### config.mk
export PLATFORM = sky130hd
export DESIGN_NAME = mm_job_sequencer
export DESIGN_NICKNAME = d
export VERILOG_FILES = /design/src/rtl/mm_ctrl_pkg.sv /design/src/rtl/mm_edge_det.sv /design/src/rtl/mm_job_sequencer.sv
export SDC_FILE = /design/constraint.sdc
export NUM_CORES = 1
export LEC_CHECK = 0
export BUFFER_PORTS_ARGS = -buffer_cell sky130_fd_sc_hd__buf_4
export CAP_MARGIN = 20
export CELL_PAD_IN_SITES_DETAIL_PLACEMENT = 1
export CELL_PAD_IN_SITES_GLOBAL_PLACEMENT = 2
export CORE_ASPECT_RATIO = 1.2
export CORE_UTILIZATION = 35
export DETAILED_ROUTE_END_ITERATION = 12
export PLACE_DENSITY_LB_ADDON = 0.1
export SLEW_MARGIN = 20
export SYNTH_ARGS = -nofsm -noshare
export SYNTH_HDL_FRONTEND = slang
export SYNTH_SLANG_ARGS = --single-unit
### constraint.sdc
create_clock -name user_clk -period 3.7 [get_ports user_clk]
set_input_delay 0.185 -clock user_clk [delete_from_list [all_inputs] [get_ports user_clk]]
set_output_delay 0.185 -clock user_clk [all_outputs]
set_load 0.1 [all_outputs]
### src/rtl/mm_ctrl_pkg.sv
// Shared types for the matrix-multiply control path.
package mm_ctrl_pkg;

  typedef enum logic [2:0] {
    IDLE,
    START,
    RUN,
    GAP,
    IRQ
  } seq_state_t;

  localparam int IRQ_BIT = 0;

endpackage

### src/rtl/mm_edge_det.sv
// Registered rising-edge detector; the first sample after reset compares against 0.
module mm_edge_det (
  input  logic user_clk,
  input  logic user_resetn,
  input  logic din,
  output logic rise
);

  logic din_q;

  always_ff @(posedge user_clk or negedge user_resetn) begin
    if (!user_resetn) din_q <= 1'b0;
    else              din_q <= din;
  end

  assign rise = din & ~din_q;

endmodule

### src/rtl/mm_job_sequencer.sv
// Job sequencer for the matrix-multiply core: start pulses, batching, timeout, irq handshake.
// States: IDLE wait | START pulse core | RUN job active | GAP inter-job idle | IRQ irq handshake
module mm_job_sequencer
  import mm_ctrl_pkg::*;
#(
  parameter int C_NUM_USR_IRQ = 1,
  parameter int BATCH_W       = 8,
  parameter int CYC_W         = 32,
  parameter int GAP_CYCLES    = 2
) (
  input  logic                     user_clk,
  input  logic                     user_resetn,
  input  logic                     cfg_start,
  input  logic                     cfg_abort,
  input  logic                     cfg_irq_en,
  input  logic [BATCH_W-1:0]       cfg_batch,
  input  logic [CYC_W-1:0]         cfg_timeout,
  output logic                     mm_start,
  input  logic                     mm_finish,
  output logic [C_NUM_USR_IRQ-1:0] usr_irq_req,
  input  logic [C_NUM_USR_IRQ-1:0] usr_irq_ack,
  output logic                     sts_busy,
  output logic                     sts_done,
  output logic                     sts_timeout,
  output logic                     sts_aborted,
  output logic [BATCH_W-1:0]       sts_jobs_done,
  output logic [CYC_W-1:0]         sts_cycles
);

  localparam int GAP_W = (GAP_CYCLES > 1) ? $clog2(GAP_CYCLES) : 1;

  seq_state_t         state, state_d;
  logic               fin_rise;
  logic [BATCH_W-1:0] batch_q, jobs_q;
  logic [CYC_W-1:0]   timeout_q, cycles_q, job_cnt_q;
  logic [GAP_W-1:0]   gap_cnt_q;
  logic               irq_en_q, irq_req_q, done_q, to_q, ab_q;
  logic               ld_cfg, run_cnt, job_fin, set_done, set_to, set_ab;
  logic               gap_ld, irq_set, irq_clr, start_pulse;

  mm_edge_det u_fin_edge (
    .user_clk    (user_clk),
    .user_resetn (user_resetn),
    .din         (mm_finish),
    .rise        (fin_rise)
  );

  always_ff @(posedge user_clk or negedge user_resetn) begin
    if (!user_resetn) state <= IDLE;
    else              state <= state_d;
  end

  always_comb begin
    state_d     = state;
    ld_cfg      = 1'b0;
    run_cnt     = 1'b0;
    job_fin     = 1'b0;
    set_done    = 1'b0;
    set_to      = 1'b0;
    set_ab      = 1'b0;
    gap_ld      = 1'b0;
    irq_set     = 1'b0;
    irq_clr     = 1'b0;
    start_pulse = 1'b0;
    // Abort outranks finish, timeout and ack in every busy state.
    if (cfg_abort && (state != IDLE)) begin
      state_d = IDLE;
      set_ab  = 1'b1;
      irq_clr = 1'b1;
    end else begin
      case (state)
        IDLE: begin
          if (cfg_start && !cfg_abort) begin
            ld_cfg  = 1'b1;
            state_d = START;
          end
        end
        START: begin
          start_pulse = 1'b1;
          state_d     = RUN;
        end
        RUN: begin
          run_cnt = 1'b1;
          if (fin_rise) begin
            job_fin = 1'b1;
            if ((jobs_q + BATCH_W'(1)) == batch_q) begin
              set_done = 1'b1;
              state_d  = IRQ;
            end else begin
              gap_ld  = 1'b1;
              state_d = GAP;
            end
          end else if ((timeout_q != '0) && (job_cnt_q == (timeout_q - CYC_W'(1)))) begin
            set_to  = 1'b1;
            state_d = IRQ;
          end
        end
        GAP: begin
          if (gap_cnt_q == '0) state_d = START;
        end
        IRQ: begin
          if (!irq_en_q) begin
            state_d = IDLE;
          end else if (!irq_req_q) begin
            irq_set = 1'b1;
          end else if (usr_irq_ack[IRQ_BIT]) begin
            irq_clr = 1'b1;
            state_d = IDLE;
          end
        end
        default: state_d = IDLE;
      endcase
    end
  end

  always_ff @(posedge user_clk or negedge user_resetn) begin
    if (!user_resetn) begin
      batch_q   <= '0;
      timeout_q <= '0;
      irq_en_q  <= 1'b0;
      jobs_q    <= '0;
      cycles_q  <= '0;
      job_cnt_q <= '0;
      gap_cnt_q <= '0;
      irq_req_q <= 1'b0;
      done_q    <= 1'b0;
      to_q      <= 1'b0;
      ab_q      <= 1'b0;
    end else begin
      if (ld_cfg) begin
        batch_q   <= (cfg_batch == '0) ? BATCH_W'(1) : cfg_batch;
        timeout_q <= cfg_timeout;
        irq_en_q  <= cfg_irq_en;
        jobs_q    <= '0;
        cycles_q  <= '0;
        done_q    <= 1'b0;
        to_q      <= 1'b0;
        ab_q      <= 1'b0;
      end
      if (run_cnt) begin
        if (cycles_q != '1) cycles_q <= cycles_q + CYC_W'(1);
        job_cnt_q <= job_cnt_q + CYC_W'(1);
      end else begin
        job_cnt_q <= '0;
      end
      if (job_fin)  jobs_q <= jobs_q + BATCH_W'(1);
      if (set_done) done_q <= 1'b1;
      if (set_to)   to_q   <= 1'b1;
      if (set_ab)   ab_q   <= 1'b1;
      if (gap_ld)                                gap_cnt_q <= GAP_W'(GAP_CYCLES - 1);
      else if ((state == GAP) && (gap_cnt_q != '0)) gap_cnt_q <= gap_cnt_q - GAP_W'(1);
      if (irq_clr)      irq_req_q <= 1'b0;
      else if (irq_set) irq_req_q <= 1'b1;
    end
  end

  assign mm_start      = start_pulse;
  assign sts_busy      = (state != IDLE);
  assign sts_done      = done_q;
  assign sts_timeout   = to_q;
  assign sts_aborted   = ab_q;
  assign sts_jobs_done = jobs_q;
  assign sts_cycles    = cycles_q;

  always_comb begin
    usr_irq_req          = '0;
    usr_irq_req[IRQ_BIT] = irq_req_q & ~cfg_abort;
  end

endmodule

[Word level (Yosys, flattened, before mapping)]
Cells that the tools add are included.
Word-level totals
  logic and storage cells: 107
  output and inout port bits: 46
  input bits: 47
  register bits after elaboration: 122
Operators by class
  bitwise operators: 4
  multiplexer cells: 57
  $add $sub $neg: 5
  eq/ne operators: 12
  reductions and logical operators: 16
Operators with widths (count)
  $mux W32: 4
  $add A32 B1 Y32 const B: 2
  $mux W1: 40
  $eq A32 B32 Y1: 1
  $ne A32 B32 Y1 const B: 1
  $reduce_bool A32 Y1: 1
  $sub A32 B1 Y32 const B: 1
  $mux W3: 9
  $mux W8: 3
  $pmux W3 S5: 1
  $ne A4 B4 Y1 const B: 3
  $reduce_bool A2 Y1: 6
  $add A8 B1 Y8 const B: 1
  $eq A8 B8 Y1: 1
  $logic_not A8 Y1: 1
  $eq A3 B2 Y1 const B: 2
  $ne A3 B3 Y1 const B: 2
  $reduce_and A5 Y1: 1
  $logic_and A1 B1 Y1: 4
  $eq A3 B1 Y1 const B: 1
  $eq A3 B3 Y1 const B: 1
  $logic_not A3 Y1: 1
  $reduce_bool A3 Y1: 1
  $and A1 B1 Y1: 2
  3 further kinds: 4

[Depth between registers and ports, before layout]
Gate-level depths: netlist of run 1.
  depth after elaboration: 8
  gate-level depth with buffers: 10
  mapped depth without buffers: 10

[Hierarchy]
Synthesis of run 1 repeated with hierarchy kept, for this count alone.
Unflattened totals
  cell total of the unflattened synthesis: 770
  area total of the unflattened synthesis: 6705.2 µm²
Modules (own cells, without submodules)
  mm_job_sequencer: area an instance 6666.4 µm², instances 1, cells an instance 768, seq. area each 3027.9 µm²
  mm_edge_det: area an instance 38.8 µm², instances 1, cells an instance 2, seq. area each 25.0 µm²

[Worst setup path after synthesis of run 1]
OpenSTA, ideal clock, no wires.
  path kind: reg-to-reg
  from: reg timeout_q[0]
  to: reg state[1]
  path buffers: 0
  slack: 0.584 ns
  arrival time: 2.997 ns
  cell stages (with the launch flop): 11
  setup time: 0.119 ns
  period minus slack after synthesis: 3.116 ns
  cell sequence: dfrtp_1 -> inv_1 -> ha_1 -> or3b_1 -> or4_4 -> or4_1 -> a31oi_1 -> o32ai_1 -> a2111oi_2 -> nand2_1 -> o21a_1
On the way
  cells in the longest elaborated chain, start to end: 5
  elaborated cells between the ends (all ways): 6
  those cells by class: 1 x add/sub; 2 x eq/ne; 3 x reduce/logical
Ends and longest elaborated chain
  from (decl): line mm_job_sequencer.sv:35  | logic [CYC_W-1:0] timeout_q, cycles_q, job_cnt_q;
  from (signal assigned): line mm_job_sequencer.sv:132  | timeout_q <= cfg_timeout;
  $sub A32 B1 Y32: line mm_job_sequencer.sv:93  | end else if ((timeout_q != '0) && (job_cnt_q == (timeout_q - CYC_W'(1)))) begin
  $eq A32 B32 Y1: line mm_job_sequencer.sv:93
  $logic_and A1 B1 Y1 (*): line mm_job_sequencer.sv:93
  $ne A4 B4 Y1 (no line) (*)
  $reduce_and A5 Y1 (no line) (*)
  to (signal assigned): line mm_job_sequencer.sv:50  | else state <= state_d;
  to (decl): line mm_job_sequencer.sv:32  | seq_state_t state, state_d;
Every way passes the cells marked *; elsewhere a longest branch is shown, timed or not.
A chain may end at the register's enable or synchronous reset.

[Worst setup path in the final report of run 1]
Same ends and word-level chain as after synthesis.

==> results of run 1 <==
==> where the power goes <==
part | switching (mW) | internal [mW] | total, mW | leakage, nW
logic | 1.10 | 0.671 | 1.77 | 2.06
clock network | 0.641 | 1.13 | 1.77 | 0.305
registers | 0.409 | 1.59 | 1.99 | 1.63
total | 2.15 | 3.38 | 5.53 | 3.99
==> cells in the mapped netlist (all sizes together) (3+ instances only) <==
master	number
a21boi	3
a21oi	12
a22o	4
a31oi	6
and2	6
and3	16
and4	8
buf	4
clkbuf	23
dfrtp	122
ha	5
inv	13
mux2i	11
nand2	172
nand2b	7
nand3	51
nand3b	3
nand4	18
nand4b	3
nor2	82
nor2b	4
nor3	23
nor3b	5
nor4	12
nor4b	5
o21a	3
o21ai	38
o31ai	6
or2	4
or3	9
or4	7
xnor2	37
xor2	46
==> cell families after synthesis <==
| logic type | after synthesis | share of synthesized area [%] |
|---|---|---|
| AND/OR/NAND/NOR | 440 | 30.9 |
| adder cells (fa/ha/maj) | 5 | 0.915 |
| flip-flops | 122 | 44.7 |
| buffers and inverters | 41 | 2.36 |
| multiplexers | 11 | 1.61 |
| XOR/XNOR | 83 | 10.6 |
| AO/OA/AOI/OAI | 94 | 8.89 |
==> routing by layer <==
| layer | vias up | global-route usage (%) |
|---|---|---|
| li1 | 3032 | - |
| met1 | 3177 | 28.2 |
| met4 | 0 | 7.42 |
| met3 | 33 | 4.26 |
| met2 | 101 | 39.1 |
| met5 | - | 0 |
==> area by class of cell <==
| cell class | instances | area share (%) |
|---|---|---|
| tap | 256 | 3.62 |
| timing repair buffer | 142 | 13.3 |
| clock buffer | 21 | 5.43 |
| multi-input combinational | 633 | 41.0 |
| sequential | 122 | 34.5 |
| inverter | 14 | 0.593 |
| clock inverter | 11 | 1.61 |
==> how the worst max path moves through the flow <==
stage,start,endpoint,depth (start not counted)
final,timeout_q[0],state[1],10
after global routing,timeout_q[0],state[1],10
after CTS,timeout_q[0],state[1],10
after detailed placement,timeout_q[0],state[1],10
after global placement,timeout_q[0],state[1],10
after floorplan,timeout_q[0],state[1],10
==> registers in the layout, summed over array words and instances, names as in the netlist <==
name / flops
batch_q: 8
gap_cnt_q: 1
irq_en_q: 1
irq_req_q: 1
job_cnt_q: 32
state: 3
sts_aborted: 1
sts_cycles: 32
sts_done: 1
sts_jobs_done: 8
sts_timeout: 1
timeout_q: 32
u_fin_edge.din_q: 1
==> critical path: stages (launching register included) <==
cell and delay (ps):
dfrtp_1 420, inv_1 120, ha_1 220, or3b_1 430, or4_4 570, or4_1 520, a31oi_1 200, o32ai_1 120
a2111oi_2 420, nand2_1 100, o21a_1 200
==> impl_metrics.ini, run 1 <==
[grt]
grt_start_max_net_pins = 60
grt_pass1_vias = 6748
groute.usage.overall_pct = 22.7
antenna_found_initial = 0
gr-total-overflow = 0
grt_first_pass_wirelength_um = 35200

[timing]
time_the_worst_path_needs_with_i_o_delays_and_setup_ps = 3430
slew_violations = 0
fin_hold_ws_ps = 8.20
hold_violations = 0
timing.final.ws_setup_ps = 268
tightest_slew_ps = 819
maxSlewHeadroom_pct = 45.4
tns_ps = 0
setup-violations-final = 0
fin_worst_skew_ps = 10.5
rsz0062_at_grt = no
achievable-frequency_mhz = 291
layout_worst_path_cycle_share_pct = 92.8

[layout]
layout.core_utilization_pct = 46.6
layoutNonFillerInstCount = 1199
fillerInstances = 2265
mostFrequentLayoutCell = nand2_1
drive_above_1_share_pct = 15.5
final_net_count = 982
ff_latch_area_um2 = 3050
antenna_cells_inserted = 0
fin_area_um2 = 8850
multi_input_area_um2 = 3630
layout_common_cells = nand2_1, dfrtp_1, buf_4, nor2_1, nand3_1
areaGrowthSynthToFinish_pct = 29.5

[cts]
clock_sinks = 122
holdBufCountCts = 39
cts.reportedPaths.clkPinSlew_ps = 60
cts_tree = yes
cts.root.buffer_cell = clkbuf_16
cts.path.max_buffers = 2
cts-buffers-inserted = 17
cts-htree-levels = 4
ctsResizeCount = 0
cts.repair_timing.setup_buffer_count = 0
clock_latency_late_sink_ps = 430

[setup_path]
crit-reg2reg-launch = timeout_q[0]
crit-reg2reg-capture = state[1]
worst_reg_to_reg_path_cell_count = 10
required_ps = 4010
timing.critical_path.arrival_ps = 3750
crit_fanout = 5
cp_endpoint_kind = flip-flop
setup.worst_path.start_class = flip-flop
timing_worst_setup_path_type = reg2reg
setup.reg_to_reg.worst_slack_ps = 270

[power_and_ir_drop]
vdd.ir_drop.worst_uv = 432
finalPower_mw = 5.53
power_density_nw_per_um2 = 625
power.static_leakage_nw = 3.99

[hold_path]
hold_path_depth = 3
holdCritStartpoint = cfg_timeout[24]
worstHoldEndpoint = timeout_q[24]
timing.hold.worst.class = in2reg

[outcome]
outcome = finished clean

[detailed_routing]
drtPass1Iterations = 4
wl_met1_um = 9610
routed_wl_um = 21500
wl_met2_um = 10800
highest_layer = met4
detail_route.drc_violations = 0
drt-vias-per-instance = 5.29
wl_met3_um = 618
ant_nets = 0
count_of_routing_violations_after_the_opening_detailed_route_iteration = 234
vias = 6343
detail_route.wl_per_cell_um = 17.9

[yosys]
postSynth.asyncResetShare_pct = 100
ys_seq_elements = 122
mappedNetlistArea_um2 = 6840
netlist_instances = 796
yosys.area.top_type_share_pct = 44.7
synth_warnings = 0
yosys_most_used_dff = dfrtp_1
post_synth_num_cell_types = 59
synth_enable_flop_cells = 0
ys_seq_area_share_pct = 44.7
postSynthNetCount = 848
syn_area_per_cell_um2 = 8.59
synth_top_cells_by_area = dfrtp_1, nand2_1, xor2_1
synth_top_area_cell = dfrtp_1

[place]
placedInstanceArea_um2 = 7840
io_port_bufs = 92
gpl.final_weighted_congestion = 0.870
minimum_setup_slack_after_placement_ps = 273
hpwl_um = 15600
dp.cells = 1128

[floorplanning]
die-width_um = 130
die_h_um = 155
core.rowCount = 55
ios = 93
initial_utilization_pct = 36.0
fp.dieArea_um2 = 20100
design.core.area_um2 = 19000

[run]
cap_violations = 0
Power figures use the tool's default switching activity.
==> inputs of run 2 (changes only) <==
SYNTH_HIERARCHICAL = 1   (was default)
==> run 2 against run 1 <==
Against the previous run:
- the flow now finishes with violations (negative hold slack)
- total power shrank 18%
- count of clock-buffer cells in the layout shrank 4
- synthesized area shrank 1.9%
- clock skew shrank 2.1 ps
- first-iteration DRC count grew 0.85%
- sequential share of layout area grew 0.57 points
- die area shrank 1.9%
- design area shrank 1.6%
- sequential cell count is the same
- non-clock buffer count is the same
- largest cell class unchanged
- highest routed layer unchanged
==> impl_metrics.ini, run 2 <==
[outcome]
outcome = complete, but fails checks
failed_checks = negative hold slack

[cts]
cts.root.buffer_cell = clkbuf_16
holdBufCountCts = 37
cts-buffers-inserted = 17
clock_latency_late_sink_ps = 430
cts.repair_timing.setup_buffer_count = 0
cts.path.max_buffers = 2
ctsResizeCount = 0
cts.reportedPaths.clkPinSlew_ps = 60
clock_sinks = 122
cts-htree-levels = 4
cts_tree = yes

[yosys]
postSynth.asyncResetShare_pct = 100
synth_enable_flop_cells = 0
yosys.area.top_type_share_pct = 45.5
synth_top_cells_by_area = dfrtp_1, nand2_1, xnor2_1
netlist_instances = 770
ys_seq_elements = 122
ys_seq_area_share_pct = 45.5
yosys_most_used_dff = dfrtp_1
post_synth_num_cell_types = 60
syn_area_per_cell_um2 = 8.71
postSynthNetCount = 822
synth_top_area_cell = dfrtp_1
post_synth_most_frequent_cells = nand2_1, dfrtp_1, nor2_1, o21ai_0, xnor2_1
mappedNetlistArea_um2 = 6710
synth_warnings = 6
post-synth-top-count-cell = nand2_1

[floorplanning]
die_h_um = 154
die-width_um = 128
initial_utilization_pct = 35.7
core.rowCount = 55
fp.dieArea_um2 = 19700
design.core.area_um2 = 18800
ios = 93

[timing]
achievable-frequency_mhz = 315
layout_worst_path_cycle_share_pct = 85.8
rsz0062_at_grt = no
hold_violations = 1
tns_ps = 0
tightest_slew_ps = 1030
fin_hold_ws_ps = -4.44
time_the_worst_path_needs_with_i_o_delays_and_setup_ps = 3170
timing.final.ws_setup_ps = 526
setup-violations-final = 0
slew_violations = 0
maxSlewHeadroom_pct = 30.7
fin_worst_skew_ps = 8.38

[power_and_ir_drop]
vdd.ir_drop.worst_uv = 327
power_density_nw_per_um2 = 524
power.static_leakage_nw = 3.88

[setup_path]
worst_path_largest_cell_delay_ps = 610
critPathBufInv = 0
crit-reg2reg-capture = state[1]
setup.worst_path.start_class = flip-flop
cp-startpoint = timeout_q[8]
crit_top_cell = or4_4
required_ps = 4010
worst_path_dominant_cell_family = simple AND/OR/NAND/NOR gates
timing.critical_path.depth = 8
cp_endpoint_kind = flip-flop
timing_worst_setup_path_type = reg2reg
setup.reg_to_reg.worst_slack_ps = 530
crit_fanout = 9
critical_path_top_delay_cell = or4_4
crit-reg2reg-launch = timeout_q[8]
timing.critical_path.arrival_ps = 3480
crit_path_cell_trace = or4_4, or4_4, or4b_4, a211oi_2, a21oi_1, nor4_1, and3_1, o22ai_1
worst_reg_to_reg_path_cell_count = 8

[place]
io_port_bufs = 92
hpwl_um = 15100
minimum_setup_slack_after_placement_ps = 547
gpl.final_weighted_congestion = 0.878

[hold_path]
worstHoldEndpoint = timeout_q[20]
timing.hold.worst.class = in2reg
holdCritStartpoint = cfg_timeout[20]
hold_path_depth = 3

[grt]
grt_first_pass_wirelength_um = 34800
grt_start_max_net_pins = 73
antenna_found_initial = 0
grt_pass1_vias = 6589
groute.usage.overall_pct = 22.8
gr-total-overflow = 0

[layout]
layout.core_utilization_pct = 46.4
layout_common_cells = nand2_1, dfrtp_1, buf_4, nor2_1, o21ai_0
antenna_cells_inserted = 0
areaGrowthSynthToFinish_pct = 29.9
final_net_count = 951
mostFrequentLayoutCell = nand2_1
drive_above_1_share_pct = 16.6

[detailed_routing]
count_of_routing_violations_after_the_opening_detailed_route_iteration = 236
vias = 6104
wl_met3_um = 758
ant_nets = 0
detail_route.drc_violations = 0
drtPass1Iterations = 4
highest_layer = met4
wl_met1_um = 8820
drt-vias-per-instance = 5.23
wl_met2_um = 10900
detail_route.wl_per_cell_um = 18.0
routed_wl_um = 21000

[run]
cap_violations = 0
==> run 2: cell count changes in the layout (fill, tap and decap cells not counted), moves of 5 or more <==
| cell | previous run | this run |
|---|---|---|
| nand2_1 | 172 | 163 |
| nand4_1 | 18 | 25 |
| nor2_1 | 81 | 64 |
| o21ai_1 | 25 | 1 |
| o21ai_0 | 13 | 45 |
| and3_1 | 16 | 10 |
| nand2b_1 | 7 | 1 |
| nor4_1 | 11 | 20 |
| xnor2_1 | 37 | 44 |
| a21oi_1 | 12 | 18 |
| nor4b_1 | 5 | 0 |
| nand3_1 | 51 | 42 |
==> run 2: kinds of logic (layout without fill, tap and decap cells) <==
family / after synthesis / count (layout) / share of synthesized area, %
AO/OA/AOI/OAI: 96 / 96 / 8.86
XOR/XNOR: 86 / 86 / 11.2
adder cells (fa/ha/maj): 5 / 5 / 0.933
buffers and inverters: 49 / 190 / 2.87
flip-flops: 122 / 122 / 45.5
multiplexers: 11 / 11 / 1.64
AND/OR/NAND/NOR: 401 / 401 / 28.9
==> run 2: how the worst max path moves through the flow <==
stage | end | slack, ps
after floorplan | sts_cycles[18] | 480
after global placement | state[1] | 590
after detailed placement | state[1] | 550
after CTS | state[1] | 540
after global routing | state[1] | 390
final | state[1] | 530
==> run 2: per-layer routing <==
layer,global-route usage [%],vias up
li1,-,2926
met1,26.8,3032
met2,40.1,105
met3,4.87,41
met4,8.63,0
met5,0,-
==> run 2: layout make-up <==
cell class                      instances  area [um2]
Clock buffer                           17         425
Tap cell                              256         320
Multi-Input combinational cell        599        3470
Clock inverter                         14         221
Timing Repair Buffer                  142        1160
Sequential cell                       122        3050
Inverter                               17        63.8
Fill cell                            2211       10100
==> run 2: metrics by stage <==
step / power, mW / area, um2 / instances / hold slack, ps
finish: 4.56 / 8710 / 1167 / -4.44
global route: 4.77 / 8710 / 1167 / 4.24
CTS: 4.59 / 8710 / 1167 / 3.37
detailed placement: 2.69 / 7690 / 1099 / 310
global placement: 2.65 / 7690 / 1099 / 307
floorplan: 2.34 / 6710 / 770 / -111
==> run 2: where the power goes <==
part / internal [mW] / total, mW / switching, mW
Clock: 1.19 / 1.86 / 0.664
Combinational: 0.376 / 1.00 / 0.627
Sequential: 1.48 / 1.70 / 0.220
Total: 3.05 / 4.56 / 1.51
==> run 2: worst register-to-register path: cells and delay by family, from the launching register on <==
kind | cells | cell delay, ps
AO/OA/AOI/OAI | 3 | 290
flip-flops | 1 | 470
AND/OR/NAND/NOR | 5 | 2300
==> inputs of run 3 (changes only) <==
--- a/config.mk
+++ b/config.mk
@@ -14,2 +14,3 @@
 export DETAILED_ROUTE_END_ITERATION = 12
+export GPL_TIMING_DRIVEN = 0
 export PLACE_DENSITY_LB_ADDON = 0.1
==> constraint.sdc (replaced) <==
create_clock -name user_clk -period 3.7 [get_ports user_clk]
set_input_delay 0.74 -clock user_clk [delete_from_list [all_inputs] [get_ports user_clk]]
set_output_delay 0.74 -clock user_clk [all_outputs]
set_load 0.1 [all_outputs]
==> run 3 against run 2 <==
Against the previous run:
- the run now ends clean
- count of clock-buffer cells in the layout up 2
- die area unchanged
- critical path depth rose by 1
- setup slack lost 210 ps
- total power rose by 0.51%
- via count fell by 0.88%
- sequential cell count did not move
- clock power rose by 2%
- critical path type unchanged
- largest cell class unchanged
- largest power group unchanged
==> impl_metrics.ini, run 3 (synthesis gave the netlist of run 2 again) <==
[layout]
fin_area_um2 = 8430
antenna_cells_inserted = 0
fillerInstances = 2206
areaGrowthSynthToFinish_pct = 25.7
layout.core_utilization_pct = 44.9
final_net_count = 934
layoutNonFillerInstCount = 1151
mostFrequentLayoutCell = nand2_1
layout_common_cells = nand2_1, dfrtp_1, buf_4, nor2_1, o21ai_0
drive_above_1_share_pct = 16.0

[timing]
tns_ps = 0
fin_hold_ws_ps = 169
tightest_slew_ps = 993
fin_worst_skew_ps = 6.42
rsz0062_at_grt = no
time_the_worst_path_needs_with_i_o_delays_and_setup_ps = 3380
setup-violations-final = 0
hold_violations = 0
timing.final.ws_setup_ps = 320
achievable-frequency_mhz = 296
layout_worst_path_cycle_share_pct = 91.4
maxSlewHeadroom_pct = 33.2
slew_violations = 0

[detailed_routing]
detail_route.drc_violations = 0
count_of_routing_violations_after_the_opening_detailed_route_iteration = 189
ant_nets = 0
drt-vias-per-instance = 5.26
drtPass1Iterations = 4
vias = 6050
routed_wl_um = 20900
detail_route.wl_per_cell_um = 18.1

[floorplanning]
initial_utilization_pct = 35.7
die_h_um = 154
fp.dieArea_um2 = 19700
core.rowCount = 55
die-width_um = 128
design.core.area_um2 = 18800
ios = 93

[cts]
cts_tree = yes
clock_latency_late_sink_ps = 430
cts.path.max_buffers = 2
cts-buffers-inserted = 17
cts.repair_timing.setup_buffer_count = 0
cts-htree-levels = 4
cts.reportedPaths.clkPinSlew_ps = 60
clock_sinks = 122
holdBufCountCts = 0
cts.root.buffer_cell = clkbuf_16

[setup_path]
timing_worst_setup_path_type = reg2reg
timing.critical_path.arrival_ps = 3680
setup.reg_to_reg.worst_slack_ps = 320
cp_endpoint_kind = flip-flop
crit-reg2reg-launch = timeout_q[4]
worst_reg_to_reg_path_cell_count = 9
setup.worst_path.start_class = flip-flop
crit-reg2reg-capture = state[1]
crit_fanout = 10
required_ps = 4000

[grt]
grt_pass1_vias = 6638
groute.usage.overall_pct = 22.7
grt_start_max_net_pins = 90
gr-total-overflow = 0
antenna_found_initial = 0
grt_first_pass_wirelength_um = 34300

[place]
gpl.final_weighted_congestion = 0.810
dp.cells = 1119
io_port_bufs = 92
placedInstanceArea_um2 = 7750
minimum_setup_slack_after_placement_ps = 81.3
hpwl_um = 15700

[power_and_ir_drop]
sw_frac_of_total_pct = 33.0
power_density_nw_per_um2 = 544
power.static_leakage_nw = 3.74
p_clk_share_pct = 41.5
vdd.ir_drop.worst_uv = 348
power_switching_mw = 1.51
power_frac_comb_pct = 22.0
finalPower_mw = 4.58
seqPwrFrac_pct = 36.5
internal_power_mw = 3.07

[run]
cap_violations = 0

[hold_path]
timing.hold.worst.class = in2async

[outcome]
outcome = finished clean
==> run 3: changes by cell type in the layout (fill, tap and decap cells not counted), moves of 2 or more <==
cell           change
dlygate4sd3_1     -37
clkbuf_8           +2
buf_1              +5
nor4_1             -2
clkbuf_1          +25
nor4_2             +2
buf_4             -14
==> run 3: cell type report <==
cell class | count | area (um2) | share of cell area, %
multi-input cells | 599 | 3470 | 41.2
flip-flops and latches | 122 | 3050 | 36.2
repair buffers | 93 | 726 | 8.61
clock buffers | 19 | 453 | 5.37
well taps | 256 | 320 | 3.80
clock inverters | 13 | 214 | 2.54
plain buffers | 32 | 129 | 1.53
inverters | 17 | 63.8 | 0.757
==> run 3: repair_timing <==
item                                    in CTS  in global routing
gates resized for setup                      0                  2
hold endpoints to repair                     0                  0
endpoints found under the setup margin       0                  3
==> run 3: power by group through the flow <==
stage | sequential [mW] | combinational (mW) | clock, mW
2_1_floorplan | 1.75 | 0.591 | 0
3_3_place_gp | 1.68 | 0.969 | 0
3_5_place_dp | 1.69 | 1.00 | 0
4_1_cts | 1.67 | 1.01 | 1.94
5_1_grt | 1.70 | 1.11 | 1.99
6_report | 1.67 | 1.01 | 1.90
==> run 3: worst max-delay path by stage <==
stage / start / endpoint / slack [ps]
2_1_floorplan: sts_cycles[4] / sts_cycles[18] / 480
3_3_place_gp: timeout_q[4] / state[1] / 120
3_5_place_dp: timeout_q[4] / state[1] / 80
4_1_cts: timeout_q[4] / state[1] / 30
5_1_grt: timeout_q[4] / state[2] / 80
6_report: timeout_q[4] / state[1] / 320
==> run 3: worst max-delay path, stage by stage, from the launching register on <==
cell      delay [ps]
dfrtp_1          350
clkbuf_1         220
or4_1            540
clkbuf_1         200
nor4_2           570
a22oi_1          200
or4_1            550
nor4_2           340
and3_1           210
o22ai_1           60
==> run 3: routing by layer <==
metal,global-route usage [%],vias up,share of wire [%]
met5,0,-,0
met4,8.35,0,2.5
met3,5.18,37,3.1
met2,40.6,81,52
met1,26.0,3026,42
li1,-,2906,-
